## config.mk

```make
export PLATFORM = sky130hd
export DESIGN_NAME = mem_port_arbiter_flat
export DESIGN_NICKNAME = d
export VERILOG_FILES = /design/src/rtl/mem_port_arbiter_pkg.sv /design/src/rtl/mem_port_arbiter_if.sv /design/src/rtl/arb_starve_sel.sv /design/src/rtl/mem_port_arbiter.sv /design/src/flat_wrapper.sv
export SDC_FILE = /design/constraint.sdc
export NUM_CORES = 1
export LEC_CHECK = 0
export CORE_AREA = 8 8 194 196
export CTS_BUF_LIST = sky130_fd_sc_hd__clkbuf_4 sky130_fd_sc_hd__clkbuf_8 sky130_fd_sc_hd__clkbuf_16
export CTS_CLUSTER_DIAMETER = 30
export DETAILED_ROUTE_END_ITERATION = 7
export DIE_AREA = 0 0 202 204
export SYNTH_ARGS = -nofsm -noshare
export SYNTH_HDL_FRONTEND = slang
export SYNTH_SLANG_ARGS = --single-unit
```

## constraint.sdc

```tcl
create_clock -name clk -period 2.25 [get_ports clk]
set_clock_uncertainty 0.1 [all_clocks]
set_input_delay 0.225 -clock clk [delete_from_list [all_inputs] [get_ports clk]]
set_output_delay 0.225 -clock clk [all_outputs]
set_load 0.05 [all_outputs]
```

## src/rtl/mem_port_arbiter_pkg.sv

```systemverilog
// mem_arb_pkg: shared types and constants for the unified-memory port arbiter.
//   state_t   : sequencer states (IDLE, WAIT_IF, WAIT_DM)
//   owner_t   : which requester currently owns the memory port
//   ADDR_W_DEF: default byte address width
//   STARVE_W  : width of the fetch starvation counter
package mem_arb_pkg;

    localparam int unsigned ADDR_W_DEF = 64;
    localparam int unsigned STARVE_W   = 4;

    typedef enum logic [1:0] {
        IDLE,
        WAIT_IF,
        WAIT_DM
    } state_t;

    typedef enum logic {
        OWN_IF,
        OWN_DM
    } owner_t;

endpackage

```

## src/rtl/mem_port_arbiter_if.sv

```systemverilog
// mem_port_arbiter_if: bundles the fetch, data and memory-side handshakes.
//   slave  : arbiter view (takes if_/dm_ requests, drives mem_ requests)
//   master : environment view (pipeline stages plus memory macro)
interface mem_port_arbiter_if
    import mem_arb_pkg::*;
#(
    parameter int unsigned ADDR_W = ADDR_W_DEF
);

    // Fetch stage
    logic              if_req;
    logic [ADDR_W-1:0] if_addr;
    logic              if_gnt;
    logic              if_rvalid;
    logic [31:0]       if_rdata;

    // Data-memory stage
    logic              dm_req;
    logic              dm_we;
    logic [ADDR_W-1:0] dm_addr;
    logic [63:0]       dm_wdata;
    logic [7:0]        dm_wstrb;
    logic              dm_gnt;
    logic              dm_rvalid;
    logic [63:0]       dm_rdata;

    // Memory macro
    logic              mem_req;
    logic              mem_we;
    logic [ADDR_W-1:0] mem_addr;
    logic [63:0]       mem_wdata;
    logic [7:0]        mem_wstrb;
    logic              mem_gnt;
    logic              mem_rvalid;
    logic [63:0]       mem_rdata;

    modport slave (
        input  if_req, if_addr,
        output if_gnt, if_rvalid, if_rdata,
        input  dm_req, dm_we, dm_addr, dm_wdata, dm_wstrb,
        output dm_gnt, dm_rvalid, dm_rdata,
        output mem_req, mem_we, mem_addr, mem_wdata, mem_wstrb,
        input  mem_gnt, mem_rvalid, mem_rdata
    );

    modport master (
        output if_req, if_addr,
        input  if_gnt, if_rvalid, if_rdata,
        output dm_req, dm_we, dm_addr, dm_wdata, dm_wstrb,
        input  dm_gnt, dm_rvalid, dm_rdata,
        input  mem_req, mem_we, mem_addr, mem_wdata, mem_wstrb,
        output mem_gnt, mem_rvalid, mem_rdata
    );

endinterface

```

## src/rtl/arb_starve_sel.sv

```systemverilog
// arb_starve_sel: picks the memory-port owner for the current IDLE cycle.
//   if_req, dm_req : pending requests
//   starve_cnt     : consecutive data grants taken while fetch waited
//   owner          : OWN_DM by default; OWN_IF when fetch is alone or starved
module arb_starve_sel
    import mem_arb_pkg::*;
#(
    parameter int unsigned STARVE_MAX = 4
) (
    input  logic                if_req,
    input  logic                dm_req,
    input  logic [STARVE_W-1:0] starve_cnt,
    output owner_t              owner
);

    localparam logic [STARVE_W-1:0] STARVE_LIM = STARVE_W'(STARVE_MAX);

    always_comb begin
        if (if_req && (!dm_req || (starve_cnt >= STARVE_LIM))) begin
            owner = OWN_IF;
        end else begin
            owner = OWN_DM;
        end
    end

endmodule

```

## src/rtl/mem_port_arbiter.sv

```systemverilog
// mem_port_arbiter: shares one single-ported memory between instruction
// fetch and data access, one outstanding transaction at a time.
//   clk, rst_n : clock and asynchronous active-low reset
//   bus        : slave modport carrying fetch, data and memory handshakes
// Grants and responses are combinational from mem_gnt / mem_rvalid; the
// registered state only remembers who owns the in-flight transaction.
module mem_port_arbiter
    import mem_arb_pkg::*;
#(
    parameter int unsigned ADDR_W     = ADDR_W_DEF,
    parameter int unsigned STARVE_MAX = 4
) (
    input  logic                      clk,
    input  logic                      rst_n,
    mem_port_arbiter_if.slave         bus
);

    localparam logic [STARVE_W-1:0] STARVE_LIM = STARVE_W'(STARVE_MAX);

    state_t              state_q, state_d;
    logic [STARVE_W-1:0] starve_q, starve_d;
    logic                abit_q, abit_d;
    owner_t              owner;

    arb_starve_sel #(
        .STARVE_MAX (STARVE_MAX)
    ) u_sel (
        .if_req     (bus.if_req),
        .dm_req     (bus.dm_req),
        .starve_cnt (starve_q),
        .owner      (owner)
    );

    always_comb begin
        state_d       = state_q;
        starve_d      = starve_q;
        abit_d        = abit_q;

        bus.if_gnt    = 1'b0;
        bus.if_rvalid = 1'b0;
        bus.if_rdata  = '0;
        bus.dm_gnt    = 1'b0;
        bus.dm_rvalid = 1'b0;
        bus.dm_rdata  = '0;
        bus.mem_req   = 1'b0;
        bus.mem_we    = 1'b0;
        bus.mem_addr  = '0;
        bus.mem_wdata = '0;
        bus.mem_wstrb = '0;

        case (state_q)
            IDLE: begin
                if (bus.if_req || bus.dm_req) begin
                    bus.mem_req = 1'b1;
                    if (owner == OWN_IF) begin
                        // Fetch reads the whole doubleword; the word is picked on return.
                        bus.mem_addr = {bus.if_addr[ADDR_W-1:3], 3'b000};
                        if (bus.mem_gnt) begin
                            bus.if_gnt = 1'b1;
                            starve_d   = '0;
                            abit_d     = bus.if_addr[2];
                            state_d    = WAIT_IF;
                        end
                    end else begin
                        bus.mem_we    = bus.dm_we;
                        bus.mem_addr  = bus.dm_addr;
                        bus.mem_wdata = bus.dm_wdata;
                        bus.mem_wstrb = bus.dm_wstrb;
                        if (bus.mem_gnt) begin
                            bus.dm_gnt = 1'b1;
                            state_d    = WAIT_DM;
                            if (!bus.if_req) begin
                                starve_d = '0;
                            end else if (starve_q < STARVE_LIM) begin
                                starve_d = starve_q + 1'b1;
                            end
                        end
                    end
                end
            end
            WAIT_IF: begin
                if (bus.mem_rvalid) begin
                    bus.if_rvalid = 1'b1;
                    bus.if_rdata  = abit_q ? bus.mem_rdata[63:32] : bus.mem_rdata[31:0];
                    state_d       = IDLE;
                end
            end
            WAIT_DM: begin
                if (bus.mem_rvalid) begin
                    bus.dm_rvalid = 1'b1;
                    bus.dm_rdata  = bus.mem_rdata;
                    state_d       = IDLE;
                end
            end
            default: begin
                state_d = IDLE;
            end
        endcase

        // Outputs are combinational from the inputs, so silence them while in reset.
        if (!rst_n) begin
            bus.if_gnt    = 1'b0;
            bus.if_rvalid = 1'b0;
            bus.if_rdata  = '0;
            bus.dm_gnt    = 1'b0;
            bus.dm_rvalid = 1'b0;
            bus.dm_rdata  = '0;
            bus.mem_req   = 1'b0;
            bus.mem_we    = 1'b0;
            bus.mem_addr  = '0;
            bus.mem_wdata = '0;
            bus.mem_wstrb = '0;
        end
    end

    always_ff @(posedge clk or negedge rst_n) begin
        if (!rst_n) begin
            state_q  <= IDLE;
            starve_q <= '0;
            abit_q   <= 1'b0;
        end else begin
            state_q  <= state_d;
            starve_q <= starve_d;
            abit_q   <= abit_d;
        end
    end

endmodule

```

## src/flat_wrapper.sv

```systemverilog
// flat-port wrapper written by rule: the top's interface ports become plain ports
module mem_port_arbiter_flat import mem_arb_pkg::*;
#(
    parameter int unsigned ADDR_W     = ADDR_W_DEF,
    parameter int unsigned STARVE_MAX = 4
)
  (clk, rst_n, bus_if_req, bus_if_addr, bus_if_gnt, bus_if_rvalid, bus_if_rdata, bus_dm_req, bus_dm_we, bus_dm_addr, bus_dm_wdata, bus_dm_wstrb, bus_dm_gnt, bus_dm_rvalid, bus_dm_rdata, bus_mem_req, bus_mem_we, bus_mem_addr, bus_mem_wdata, bus_mem_wstrb, bus_mem_gnt, bus_mem_rvalid, bus_mem_rdata);
  mem_port_arbiter_if #(.ADDR_W(ADDR_W)) bus_i ();
  input  logic clk;
  input  logic rst_n;
  input wire logic [$bits(bus_i.if_req)-1:0] bus_if_req;
  input wire logic [$bits(bus_i.if_addr)-1:0] bus_if_addr;
  output wire logic [$bits(bus_i.if_gnt)-1:0] bus_if_gnt;
  output wire logic [$bits(bus_i.if_rvalid)-1:0] bus_if_rvalid;
  output wire logic [$bits(bus_i.if_rdata)-1:0] bus_if_rdata;
  input wire logic [$bits(bus_i.dm_req)-1:0] bus_dm_req;
  input wire logic [$bits(bus_i.dm_we)-1:0] bus_dm_we;
  input wire logic [$bits(bus_i.dm_addr)-1:0] bus_dm_addr;
  input wire logic [$bits(bus_i.dm_wdata)-1:0] bus_dm_wdata;
  input wire logic [$bits(bus_i.dm_wstrb)-1:0] bus_dm_wstrb;
  output wire logic [$bits(bus_i.dm_gnt)-1:0] bus_dm_gnt;
  output wire logic [$bits(bus_i.dm_rvalid)-1:0] bus_dm_rvalid;
  output wire logic [$bits(bus_i.dm_rdata)-1:0] bus_dm_rdata;
  output wire logic [$bits(bus_i.mem_req)-1:0] bus_mem_req;
  output wire logic [$bits(bus_i.mem_we)-1:0] bus_mem_we;
  output wire logic [$bits(bus_i.mem_addr)-1:0] bus_mem_addr;
  output wire logic [$bits(bus_i.mem_wdata)-1:0] bus_mem_wdata;
  output wire logic [$bits(bus_i.mem_wstrb)-1:0] bus_mem_wstrb;
  input wire logic [$bits(bus_i.mem_gnt)-1:0] bus_mem_gnt;
  input wire logic [$bits(bus_i.mem_rvalid)-1:0] bus_mem_rvalid;
  input wire logic [$bits(bus_i.mem_rdata)-1:0] bus_mem_rdata;
  assign bus_i.if_req = bus_if_req;
  assign bus_i.if_addr = bus_if_addr;
  assign bus_if_gnt = bus_i.if_gnt;
  assign bus_if_rvalid = bus_i.if_rvalid;
  assign bus_if_rdata = bus_i.if_rdata;
  assign bus_i.dm_req = bus_dm_req;
  assign bus_i.dm_we = bus_dm_we;
  assign bus_i.dm_addr = bus_dm_addr;
  assign bus_i.dm_wdata = bus_dm_wdata;
  assign bus_i.dm_wstrb = bus_dm_wstrb;
  assign bus_dm_gnt = bus_i.dm_gnt;
  assign bus_dm_rvalid = bus_i.dm_rvalid;
  assign bus_dm_rdata = bus_i.dm_rdata;
  assign bus_mem_req = bus_i.mem_req;
  assign bus_mem_we = bus_i.mem_we;
  assign bus_mem_addr = bus_i.mem_addr;
  assign bus_mem_wdata = bus_i.mem_wdata;
  assign bus_mem_wstrb = bus_i.mem_wstrb;
  assign bus_i.mem_gnt = bus_mem_gnt;
  assign bus_i.mem_rvalid = bus_mem_rvalid;
  assign bus_i.mem_rdata = bus_mem_rdata;
  mem_port_arbiter #(.ADDR_W(ADDR_W), .STARVE_MAX(STARVE_MAX)) u_core (.clk(clk), .rst_n(rst_n), .bus(bus_i));
endmodule
```

; ---- Yosys cells after proc, flatten, opt, wreduce, memory -nomap -nowiden
; Cells that the tools add are included.
[classes]
n_eq_ne = 6
reduce_logical = 9
n_lt_le_gt_ge = 2
n_addsub = 1
mux = 51
[op_table]
columns = operator, count
row1 = 64-bit two-way mux, 11
row2 = 32-bit two-way mux, 4
row3 = 8-bit two-way mux, 4
row4 = 1-bit two-way mux, 21
row5 = 4-bit two-way mux, 5
row6 = 2-bit two-way mux, 5
row7 = 4-bit AND reduction, 2
row8 = "4-bit by 1-bit adder with 4-bit output, second input constant", 1
row9 = "4-bit by 3-bit greater-or-equal comparator with 1-bit output, second input constant", 1
row10 = "4-bit by 3-bit less-than comparator with 1-bit output, second input constant", 1
row11 = "2-bit by 1-bit != test with 1-bit output, second input constant", 2
row12 = 2-bit one-hot mux with 2 select lines, 1
row13 = "3-bit by 1-bit != test with 1-bit output, second input constant", 1
row14 = 3-bit AND reduction, 1
row15 = "2-bit by 1-bit equality test with 1-bit output, second input constant", 1
row16 = "2-bit equality test, second input constant", 1
row17 = 2-bit logical NOT, 1
row18 = 1-bit logical OR, 2
row19 = "2-bit != test, second input constant", 1
row20 = 2-bit OR reduction, 1
row21 = 1-bit logical AND, 1
row22 = 1-bit logical NOT, 1
[word_totals]
in_bits = 271
ff_bits = 7
out_inout_bits = 238

; ---- Longest topological paths before layout
; Gate-level depths: netlist of the first run.
[logic_depth]
ltp_word = 7
depth_mapped = 7
mapped_depth_nobuf = 5

; ---- By module
; A second synthesis of the first run with hierarchy kept.
[hier_totals]
hier_cells = 421
hier_area_um2 = 2855.2
[modules_own_cells]
columns = module, instances, cells_each, seq_area_each_um2, area_per_inst_um2
row1 = mem_port_arbiter, 1, 419, 175.2, 2839.0
row2 = arb_starve_sel, 1, 2, 0.0, 16.3

; ---- Worst setup path after synthesis of the first run
; No wires, ideal clock.
[synth_path]
path_type = register to output
startpoint = register u_core.state_q[0]
endpoint = output bus_mem_addr[55]
arrival_time_ns = 1.997
required_ns = 1.925
path_stages_with_launch = 7
path_buffers = 2
setup_slack_ns = -0.072
path_cell_list = dfrtp_1 inv_1 ha_1 clkbuf_1 nand2_1 clkbuf_1 a21oi_1
[synth_between]
elab_chain_cells = 3
[synth_rtl]
columns = item, line
row1 = "start, declared", mem_port_arbiter.sv:20  ; state_t state_q, state_d;
row2 = "start signal, assigned", mem_port_arbiter.sv:122  ; state_q <= state_d;
row3 = 2-bit logical NOT, mem_port_arbiter.sv:51  ; case (state_q)
row4 = 64-bit two-way mux, mem_port_arbiter.sv:51
row5 = 64-bit two-way mux, mem_port_arbiter.sv:101  ; if (!rst_n) begin
row6 = "end, declared", flat_wrapper.sv:26  ; output wire logic [$bits(bus_i.mem_addr)-1:0] bus_mem_addr;
; No other way between the ends.

; ---- Final worst setup path of the first run
[layout_path]
startpoint = register u_core.state_q[1]
endpoint = output bus_mem_wdata[4]
[layout_between]
elab_chain_cells = 3
[layout_rtl]
columns = item, line
row1 = 2-bit logical NOT, mem_port_arbiter.sv:51
row2 = 64-bit two-way mux, mem_port_arbiter.sv:51
row3 = 64-bit two-way mux, mem_port_arbiter.sv:101
row4 = "end, declared", flat_wrapper.sv:27  ; output wire logic [$bits(bus_i.mem_wdata)-1:0] bus_mem_wdata;
; No other way between the ends.

==> run_results.csv, run 1 <==
group,metric,value,unit
worst_setup_path,rrSetupSlack,0.52,ns
power,power_per_cell_area,568,mW/mm^2
power,p_sw_share,50.4,%
routing,vias,5567,
placed_design,finalWeightedCongestion,0.867,
routing,vias_per_cell,3.89,
finish,nFillCells,3486,
routing,detailedRoute.firstIterationViolations,255,
logic_synthesis,synth_top_area_share,30.5,%
sta,rsz0062_at_grt,"yes",
power,pwr-share-seq,4.6,%
finish,multi_input_comb_area,0.00260,sq mm
run,max_cap_violations,0,
finish,seqCellArea,176,sq um
logic_synthesis,ys_top_cells_by_area,"sky130_fd_sc_hd__and2_1, sky130_fd_sc_hd__nand3_1, sky130_fd_sc_hd__a21oi_1",
floorplanning,floorplan.initialDensity,8.38,%
grt,antenna_found_initial,2,
placed_design,detailedPlacementHpwl,22.3,mm
logic_synthesis,mappedNetlistNets,769,
floorplanning,core-area,0.0348,sq mm
power,internal_power,3.16,mW
worst_setup_path,reg2reg_depth,4,
sta,maxSlewHeadroom,57.1,%
grt,gr-total-overflow,0,
worst_setup_path,path_max_fanout,76,
power,leakage_power_summed_over_all_cells,4.37,nW
sta,maxClockFrequency,455,MHz
outcome,outcome,"finished clean",
worst_setup_path,end_kind,"output port",
finish,antenna_cells_inserted,0,
sta,timing_hold_violations_final,0,
cts,worst_setup_hold_path_clk_slew,0.04,ns
logic_synthesis,ys_warn_count,0,
cts,cts_tree,"built",
finish,design.final.nets,1247,
worst_setup_path,critPathRequiredTime,1.92,ns
finish,most-common-layout-cells,"sky130_fd_sc_hd__clkdlybuf4s50_1, sky130_fd_sc_hd__buf_12, sky130_fd_sc_hd__and2_1, sky130_fd_sc_hd__nand3_1, sky130_fd_sc_hd__a21oi_1",
floorplanning,rows,69,
finish,drive_above_1_share,30.3,%
cts,clock-sinks,7,
finish,design_area,0.0112,sq mm
finish,utilization,32.2,%
power,ir_drop_worst_vdd,0.258,mV
cts,clock_path_buffers,2,
grt,groute.usage.overall,11.5,%
finish,layout.cells.most_common,"sky130_fd_sc_hd__clkdlybuf4s50_1",
logic_synthesis,synth_seq_area_share,6.01,%
sta,final_max_slew_viol_count,0,
logic_synthesis,synth_instances,494,
floorplanning,fp.dieArea,0.0412,sq mm
cts,ctsHtreeMaxLevel,1,
worst_setup_path,worstPathArrival,1.87,ns
worst_setup_path,timing_worst_setup_path_type,"reg2out",
routing,remaining_drc_errors,0,
worst_setup_path,timing.rr.end,"u_core.abit_q$_DFFE_PN0P_",
logic_synthesis,mappedNetlistArea,0.00292,sq mm
logic_synthesis,synth_area_per_cell,5.90,sq um
power,comb_power_share,90.4,%
cts,cts_post_setup_buffers_inserted,0,
grt,grt_first_pass_wirelength,37.2,mm
cts,hold_buffers,0,
routing,final_antenna_net_count,0,
placed_design,numPortBuffers,506,
sta,tightest_pin_transition,0.643,ns
finish,syn2layout_area_growth,284,%
routing,drt-wirelength-per-cell,18.5,microns
routing,drt-total-wl,26.5,mm
sta,post-route-period-util,97.7,%
floorplanning,dieHeight,204,microns
cts,worstSkewPairLatency,0.23,ns
power,switching_power,3.21,mW
logic_synthesis,synth_area_leader_cell,"sky130_fd_sc_hd__and2_1",
floorplanning,dieWidth,202,microns
grt,vias_in_the_first_global_route,5637,
power,clkPwrFrac,5.1,%
routing,drt_first_pass_iters,5,
cts,ctsRootBufferMaster,"sky130_fd_sc_hd__clkbuf_16",
hold_path,min_path_type,"in2async",
sta,finish_stage_setup_viols,0,
logic_synthesis,synth_cell_type_count,26,
cts,total_cts_buffers,3,
placed_design,placedInstanceArea,0.0110,sq mm
logic_synthesis,synth-seq-cells,7,
sta,final.min_clock_period,2.20,ns
floorplanning,io-pin-count,509,
worst_setup_path,r2r-start,"u_core.starve_q[2]$_DFFE_PN0P_",
grt,grt_start_max_net_pins,77,
worst_setup_path,timing.critical_path.from_type,"flop",
[area by class of cell]
| type | count | area share, % |
|---|---|---|
| Tap cell | 461 | 5.15 |
| Multi-Input combinational cell | 427 | 23.2 |
| Sequential cell | 7 | 1.57 |
| Clock buffer | 4 | 0.737 |
| Inverter | 3 | 0.101 |
| Timing Repair Buffer | 530 | 69.3 |
[sequential cells by signal, summed over array words and instances (netlist names)]
register and count:
u_core.state_q 2, u_core.starve_q 4, u_core.abit_q 1
[per-layer routing]
metal | vias up | track usage, % | part of all wire [%] | wire (microns)
li1 | 2641 | - | - | -
met1 | 2575 | 12.9 | 38 | 9980
met4 | 4 | 2.74 | 2.0 | 542
met2 | 315 | 20.7 | 51 | 13500
met3 | 32 | 4.04 | 9.3 | 2460
met5 | - | 0 | 0.087 | 23
[cells by family (layout without fill, tap and decap cells)]
kind of cell	Yosys count	after routing	synth area share, %
and+or+nand+nor	318	318	59.4
DFF	7	7	6.01
muxes	33	33	11.4
AOI/OAI and AO/OA	72	72	13.2
adders and majority gates	4	4	1.72
buffers and inverters	60	537	8.28
[how the worst max path moves through the flow]
stage / to / from / cells past startpoint / slack, ns
floorplan: bus_mem_addr[55] / u_core.state_q[0]$_DFFE_PN0P_ / 6 / -0.07
global placement: bus_mem_wdata[24] / rst_n / 5 / 0.13
detailed placement: bus_mem_wdata[4] / rst_n / 5 / 0.10
CTS: bus_mem_addr[24] / u_core.state_q[1]$_DFFE_PN0P_ / 7 / 0.01
global route: bus_mem_wdata[38] / u_core.state_q[0]$_DFFE_PN0P_ / 6 / -0.03
finish: bus_mem_wdata[4] / u_core.state_q[1]$_DFFE_PN0P_ / 6 / 0.05
[critical path, cell delays in order (launching register included)]
cell and delay [ns]:
sky130_fd_sc_hd__dfrtp_1 0.37, sky130_fd_sc_hd__inv_1 0.12, sky130_fd_sc_hd__ha_1 0.19, sky130_fd_sc_hd__and4_2 0.26
sky130_fd_sc_hd__buf_12 0.22, sky130_fd_sc_hd__and2_1 0.25, sky130_fd_sc_hd__buf_12 0.16
[power groups by stage]
stage / logic [mW] / clock network (mW) / registers (mW)
after floorplan: 2.72 / 0 / 0.188
after global placement: 5.62 / 0 / 0.291
after detailed placement: 5.66 / 0 / 0.295
after CTS: 5.70 / 0.329 / 0.294
after global routing: 5.99 / 0.338 / 0.304
final: 5.75 / 0.322 / 0.291
[synth_stat cells]
master	number
sky130_fd_sc_hd__o21ai_0	3
sky130_fd_sc_hd__nand2_1	5
sky130_fd_sc_hd__nor2b_1	1
sky130_fd_sc_hd__and3_1	1
sky130_fd_sc_hd__mux2_1	1
sky130_fd_sc_hd__nand4_1	1
sky130_fd_sc_hd__buf_2	10
sky130_fd_sc_hd__buf_4	1
sky130_fd_sc_hd__o211ai_1	2
sky130_fd_sc_hd__or3b_1	1
sky130_fd_sc_hd__and4_1	1
sky130_fd_sc_hd__o211a_1	1
sky130_fd_sc_hd__nor3b_1	1
sky130_fd_sc_hd__clkbuf_1	38
sky130_fd_sc_hd__nand3_1	127
sky130_fd_sc_hd__ha_1	4
sky130_fd_sc_hd__nor2_1	37
sky130_fd_sc_hd__a21oi_1	64
sky130_fd_sc_hd__mux2i_1	32
sky130_fd_sc_hd__buf_1	8
sky130_fd_sc_hd__dfrtp_1	7
sky130_fd_sc_hd__o21ai_2	1
sky130_fd_sc_hd__nand2b_1	1
sky130_fd_sc_hd__o32ai_2	1
sky130_fd_sc_hd__inv_1	3
sky130_fd_sc_hd__and2_1	142
[through the flow]
stage	hold slack, ns	setup TNS (ns)	cells	worst slack (ns)	total power, mW
floorplan	-0.171	-4.09	494	-0.0718	2.91
global placement	0.360	0	1426	0.131	5.91
detailed placement	0.362	0	1426	0.102	5.96
CTS	0.113	0	1431	0.0113	6.33
global route	0.147	-0.380	1432	-0.0283	6.63
finish	0.132	0	1432	0.0508	6.36
[what timing repair did]
action / 4_1_cts / 5_1_grt
gates resized for setup: 3 / 20
setup endpoints to repair: 2 / 69
cloned: 1 / 1
(Power assumes the default switching activity.)
==> inputs of run 2 (changes only) <==
CTS_CLUSTER_SIZE = 40   (was not set)
==> results of run 2 <==
No change in the layout: final DEF, timing and power equal those of run 1.
